==> src/rtl/mmm_pkg.sv <==
// Shared definitions for the Montgomery modular multiplier datapath.
// Holds the operand shifter FSM state type, the digit-count helper and
// the WIDTH/DIGIT legality predicate used at elaboration.
package mmm_pkg;

  typedef enum logic [1:0] {
    IDLE = 2'd0,
    RUN  = 2'd1,
    DONE = 2'd2
  } state_e;

  // Number of DIGIT-sized slices needed to cover WIDTH bits.
  function automatic int unsigned ceil_div(input int unsigned a, input int unsigned b);
    return (a + b - 1) / b;
  endfunction

  // WIDTH >= 2 and 1 <= DIGIT <= WIDTH.
  function automatic bit params_legal(input int unsigned width, input int unsigned digit);
    return (width >= 2) && (digit >= 1) && (digit <= width);
  endfunction

endpackage

==> src/rtl/mmm_digit_counter.sv <==
// Loadable down-counter of remaining digits (shared with the exponent scanner).
//   clk_i  : clock, rising edge
//   rst_ni : asynchronous active-low reset
//   clr_i  : synchronous clear to 0 (highest priority)
//   ld_i   : load NDIG
//   dec_i  : decrement by one
//   cnt_o  : current count
//   eq1_o  : count equals one (final digit pending)
module mmm_digit_counter
  import mmm_pkg::*;
#(
  parameter int unsigned NDIG = 10,
  localparam int unsigned CW  = $clog2(NDIG + 1)
) (
  input  logic          clk_i,
  input  logic          rst_ni,
  input  logic          clr_i,
  input  logic          ld_i,
  input  logic          dec_i,
  output logic [CW-1:0] cnt_o,
  output logic          eq1_o
);

  logic [CW-1:0] cnt_q, cnt_d;

  // Next count: clear > load > decrement; never wraps below zero.
  always_comb begin
    cnt_d = cnt_q;
    if (clr_i) begin
      cnt_d = '0;
    end else if (ld_i) begin
      cnt_d = CW'(NDIG);
    end else if (dec_i && (cnt_q != '0)) begin
      cnt_d = cnt_q - CW'(1);
    end
  end

  always_ff @(posedge clk_i or negedge rst_ni) begin
    if (!rst_ni) begin
      cnt_q <= '0;
    end else begin
      cnt_q <= cnt_d;
    end
  end

  assign cnt_o = cnt_q;
  assign eq1_o = (cnt_q == CW'(1));

endmodule

==> src/rtl/mmm_operand_shifter.sv <==
// Operand serialiser for the MMM datapath: loads a WIDTH-bit operand and
// presents it DIGIT bits per enabled cycle, LSB-first or MSB-first.
//   clk     : clock, rising edge
//   rstb    : asynchronous active-low reset
//   en      : clock enable for load and shift
//   clr     : synchronous soft clear (ignores en)
//   ld      : load request (taken only with en=1)
//   din     : operand to load
//   digit_o : digit currently presented (decoded from the shift register)
//   last_o  : digit_o is the final digit of the operand
//   busy_o  : operand loaded and not fully consumed
//   done_o  : one-cycle pulse after the final digit is consumed
module mmm_operand_shifter
  import mmm_pkg::*;
#(
  parameter int unsigned WIDTH     = 10,
  parameter int unsigned DIGIT     = 1,
  parameter bit          MSB_FIRST = 1'b0
) (
  input  logic             clk,
  input  logic             rstb,
  input  logic             en,
  input  logic             clr,
  input  logic             ld,
  input  logic [WIDTH-1:0] din,
  output logic [DIGIT-1:0] digit_o,
  output logic             last_o,
  output logic             busy_o,
  output logic             done_o
);

  localparam int unsigned NDIG = ceil_div(WIDTH, DIGIT);
  localparam int unsigned RW   = NDIG * DIGIT;
  localparam int unsigned CW   = $clog2(NDIG + 1);

  if (!params_legal(WIDTH, DIGIT)) begin : g_param_check
    $error("mmm_operand_shifter: illegal WIDTH/DIGIT combination");
  end

  state_e        state_q, state_d;
  logic [RW-1:0] sh_q, sh_d;
  logic [CW-1:0] cnt;
  logic          cnt_eq1;
  logic          load_c;
  logic          shift_c;

  assign load_c  = en & ld;
  assign shift_c = en & ~ld & (state_q == RUN);

  mmm_digit_counter #(
    .NDIG (NDIG)
  ) u_cnt (
    .clk_i  (clk),
    .rst_ni (rstb),
    .clr_i  (clr),
    .ld_i   (load_c),
    .dec_i  (shift_c),
    .cnt_o  (cnt),
    .eq1_o  (cnt_eq1)
  );

  // State register.
  always_ff @(posedge clk or negedge rstb) begin
    if (!rstb) begin
      state_q <= IDLE;
    end else begin
      state_q <= state_d;
    end
  end

  // Next-state logic; a load in any state (re)starts the operand.
  always_comb begin
    state_d = state_q;
    if (clr) begin
      state_d = IDLE;
    end else begin
      unique case (state_q)
        IDLE: if (load_c) state_d = RUN;
        RUN: begin
          if (load_c) begin
            state_d = RUN;
          end else if (shift_c && cnt_eq1) begin
            state_d = DONE;
          end
        end
        DONE:    state_d = load_c ? RUN : IDLE;
        default: state_d = IDLE;
      endcase
    end
  end

  // Shift register: zero-extended load, zero fill behind the consumed digit.
  always_comb begin
    sh_d = sh_q;
    if (clr) begin
      sh_d = '0;
    end else if (load_c) begin
      sh_d = RW'(din);
    end else if (shift_c) begin
      if (MSB_FIRST) begin
        sh_d = sh_q << DIGIT;
      end else begin
        sh_d = sh_q >> DIGIT;
      end
    end
  end

  always_ff @(posedge clk or negedge rstb) begin
    if (!rstb) begin
      sh_q <= '0;
    end else begin
      sh_q <= sh_d;
    end
  end

  // Outputs decoded from state, count and the register head.
  always_comb begin
    busy_o = (state_q == RUN);
    last_o = (state_q == RUN) && (cnt == CW'(1));
    done_o = (state_q == DONE);
    if (MSB_FIRST) begin
      digit_o = sh_q[RW-1 -: DIGIT];
    end else begin
      digit_o = sh_q[DIGIT-1:0];
    end
  end

endmodule

==> config.mk <==
export PLATFORM = sky130hd
export DESIGN_NAME = mmm_operand_shifter
export DESIGN_NICKNAME = d
export VERILOG_FILES = /design/src/rtl/mmm_pkg.sv /design/src/rtl/mmm_digit_counter.sv /design/src/rtl/mmm_operand_shifter.sv
export SDC_FILE = /design/constraint.sdc
export NUM_CORES = 1
export LEC_CHECK = 0
export ABC_CLOCK_PERIOD_IN_PS = 1400
export BUFFER_PORTS_ARGS = -buffer_cell sky130_fd_sc_hd__buf_2
export CAP_MARGIN = 20
export CELL_PAD_IN_SITES_DETAIL_PLACEMENT = 0
export CELL_PAD_IN_SITES_GLOBAL_PLACEMENT = 1
export CORE_ASPECT_RATIO = 1.4
export CORE_MARGIN = 5
export CORE_UTILIZATION = 41
export CTS_BUF_LIST = sky130_fd_sc_hd__clkbuf_4 sky130_fd_sc_hd__clkbuf_8
export DETAILED_ROUTE_END_ITERATION = 8
export MAX_ROUTING_LAYER = met4
export PLACE_DENSITY_LB_ADDON = 0.08
export SETUP_SLACK_MARGIN = 0.05
export SKIP_CTS_REPAIR_TIMING = 1
export SLEW_MARGIN = 5
export SYNTH_ARGS = -nofsm -noshare
export SYNTH_HDL_FRONTEND = slang
export SYNTH_SLANG_ARGS = --single-unit
==> constraint.sdc <==
create_clock -name clk -period 1.4 [get_ports clk]
set_input_delay 0.21 -clock clk [delete_from_list [all_inputs] [get_ports clk]]
set_output_delay 0.21 -clock clk [all_outputs]
set_load 0.01 [all_outputs]
==> metrics.txt <==
final hold violations=0; design area=1136 sq um; DRT Pass-1 Iters=4; post-synthesis sequential area ratio=0.4734; CTS Buf Count=3; CP max stage cell=dfrtp_1; Avg Cell Area, Syn=9.835 sq um; arrival time worst endpoint=1.22 ns; vias in the first global route=693; Via Count=738; Die Y=63.74 microns; pwr dens=957.7 nW/um^2; Site Rows=19; achievable frequency=698.2 MHz; async set-reset flop share out of synthesis=1.000; r2r endpoint=u_cnt.cnt_o[3]$_DFFE_PN0P_; WL/cell=13.01 microns; Setup TNS Final=-0.03222 ns; share of layout cells above drive strength 1=0.3719; Slew @ Worst Pin=0.3788 ns; max-slew violations=0; Buffers on Ports=18; critical-path cell list=buf_6 > ha_4 > and3_1 > buf_2; max_cap viols=0; GPL Wtd Cong=0.7811; RSZ-0062 raised after global routing=yes; share of the synthesized area in the top cell type=0.4734; Hold Path Origin=clr; Synth Net Count=104; failing checks=setup timing; number of synthesized register bits=16; number of inserted diodes=0; reg2reg path depth=5; I/O Pins=19; Crit. End Element=output pin; Detail Route Antenna Nets=0; Reg2Reg Setup Slack=0.05 ns; status=complete, but fails checks; initial antenna violation count=0; Max H-tree Level=1; total core area=1973 sq um; post-route clock period utilization=1.023; worst vdd ir=670.4 uV; DR iter-0 viols=12; Cells after Synth=86; worst setup margin=-0.03222 ns; most frequent cells in the layout=buf_2 (18), dfrtp_1 (16), nand2_1 (13), buf_4 (13); remaining global-route overflow=0; Crit Path Category=reg2out; Cell variety after synth=26; DR DRC count=0; reg-to-reg startpoint=u_cnt.cnt_o[0]$_DFFE_PN0P_; Area after DPL=1015 sq um; CTS tree=done; drt via density=5.197; synthesized area=845.8 sq um; Syn. warnings=0; CP max FO=3; Total Wirelength=1.848 mm; max incr delay on CP=0.40 ns; commonest non-fill, non-tap cell in the layout=buf_2; slew margin rel.=0.7475; Post-synth EDFFs=0; crit start category=flop; Total Routing Usage GR=0.1247; WHS Path Cells=2; skew final=0.003059 ns; die width=48.39 microns; worst hold path class=in2reg; synth top area cells=dfrtp_1 (47%), mux2i_1 (11%), nand2_1 (5.8%); worst skew pair latency=0.29 ns; Pleak=0.5805 nW; final setup fails=1; first-pass GRT wire length=3.022 mm; clock period minus worst slack=1.432 ns; # clock sinks=16; WP data required=1.19 ns; clock buffer depth=2; Synth area leader=dfrtp_1; Worst Hold End=u_cnt.cnt_o[3]$_DFFE_PN0P_; largest net degree at the start of global routing=17; full die area=3084 sq um; DP HPWL=1.321 mm; Synth Flop Type=dfrtp_1; Initial Util=0.4287; P&R area growth vs syn=34.32%; Worst-path clk slew=0.09 ns; Nets=140; Root Buffer=clkbuf_4
[metal layers]
| layer | part of all wire | up-vias | GRT usage | wire length (microns) |
|---|---|---|---|---|
| met3 | 0.059 | 4 | 0.02791 | 109 |
| met4 | 0.014 | 0 | 0.07612 | 25 |
| met2 | 0.50 | 21 | 0.1863 | 920 |
| li1 | - | 369 | - | - |
| met1 | 0.43 | 344 | 0.1513 | 791 |
| met5 | 0 | - | - | 0 |
[cell families after synthesis]
group,synth area share
AOI/OAI and AO/OA,0.1524
xor gates and xnor gates,0.02071
adders and majority gates,0.04438
buffers and inverters,0.03106
DFF,0.4734
muxes,0.1065
and+or+nand+nor,0.1716
[through the flow]
stage	power, mW	std cells	util	hold slack, ns	setup slack (ns)
after floorplan	0.6389	86	-	-0.08559	0.1475
final	1.088	142	0.5758	0.1728	-0.03222
after global routing	1.153	142	0.5758	0.1705	-0.07830
after detailed placement	0.7481	131	0.5143	0.1444	-0.07960
after CTS	1.055	135	0.5327	-0.1760	-0.1197
after global placement	0.7452	131	0.5143	0.1424	-0.03093
[cells in the mapped netlist, types with 2 or more instances]
| library cell | count |
|---|---|
| xnor2_1 | 2 |
| or2_0 | 2 |
| a31oi_1 | 2 |
| a21oi_1 | 2 |
| mux2i_1 | 9 |
| nand2_1 | 13 |
| ha_1 | 3 |
| o21ai_1 | 9 |
| nor2_1 | 6 |
| dfrtp_1 | 16 |
| buf_2 | 3 |
| inv_1 | 3 |
| nor3_1 | 3 |
[worst max path at each step]
| stage | cells after the start | slack [ns] | from | to |
|---|---|---|---|---|
| after global routing | 3 | -0.08 | state_q[1]$_DFFE_PN0P_ | last_o |
| after floorplan | 6 | 0.15 | u_cnt.cnt_o[0]$_DFFE_PN0P_ | u_cnt.cnt_o[3]$_DFFE_PN0P_ |
| after global placement | 4 | -0.03 | state_q[1]$_DFFE_PN0P_ | sh_q[7]$_DFFE_PN0P_ |
| final | 4 | -0.03 | u_cnt.cnt_o[0]$_DFFE_PN0P_ | last_o |
| after detailed placement | 4 | -0.08 | state_q[1]$_DFFE_PN0P_ | sh_q[8]$_DFFE_PN0P_ |
| after CTS | 4 | -0.12 | u_cnt.cnt_o[0]$_DFFE_PN0P_ | last_o |
[critical path, delay by kind of cell, from the launching register on]
family | cells | cell delay, ns
fa+ha+maj | 1 | 0.15
buf+inv | 2 | 0.26
flops | 1 | 0.40
simple gates | 1 | 0.13
[flip-flops by register name, summed over array words and instances (netlist names)]
signal / count
state_q: 2
u_cnt.cnt_o: 4
sh_q: 10
[power by group]
group	switching [mW]	internal [mW]	leakage (nW)
sequential	0.0145	0.486	0.219
combinational	0.138	0.139	0.341
clock	0.152	0.158	0.0210
total	0.305	0.783	0.581
[area by class of cell]
class / instances / area (sq um)
Clock buffer: 4 / 36.28
Fill cell: 186 / 837.1
Inverter: 3 / 11.26
Multi-Input combinational cell: 64 / 441.7
Sequential cell: 16 / 400.4
Tap cell: 21 / 26.28
Timing Repair Buffer: 34 / 220.2
No activity file was read; power rests on OpenSTA's default activity.
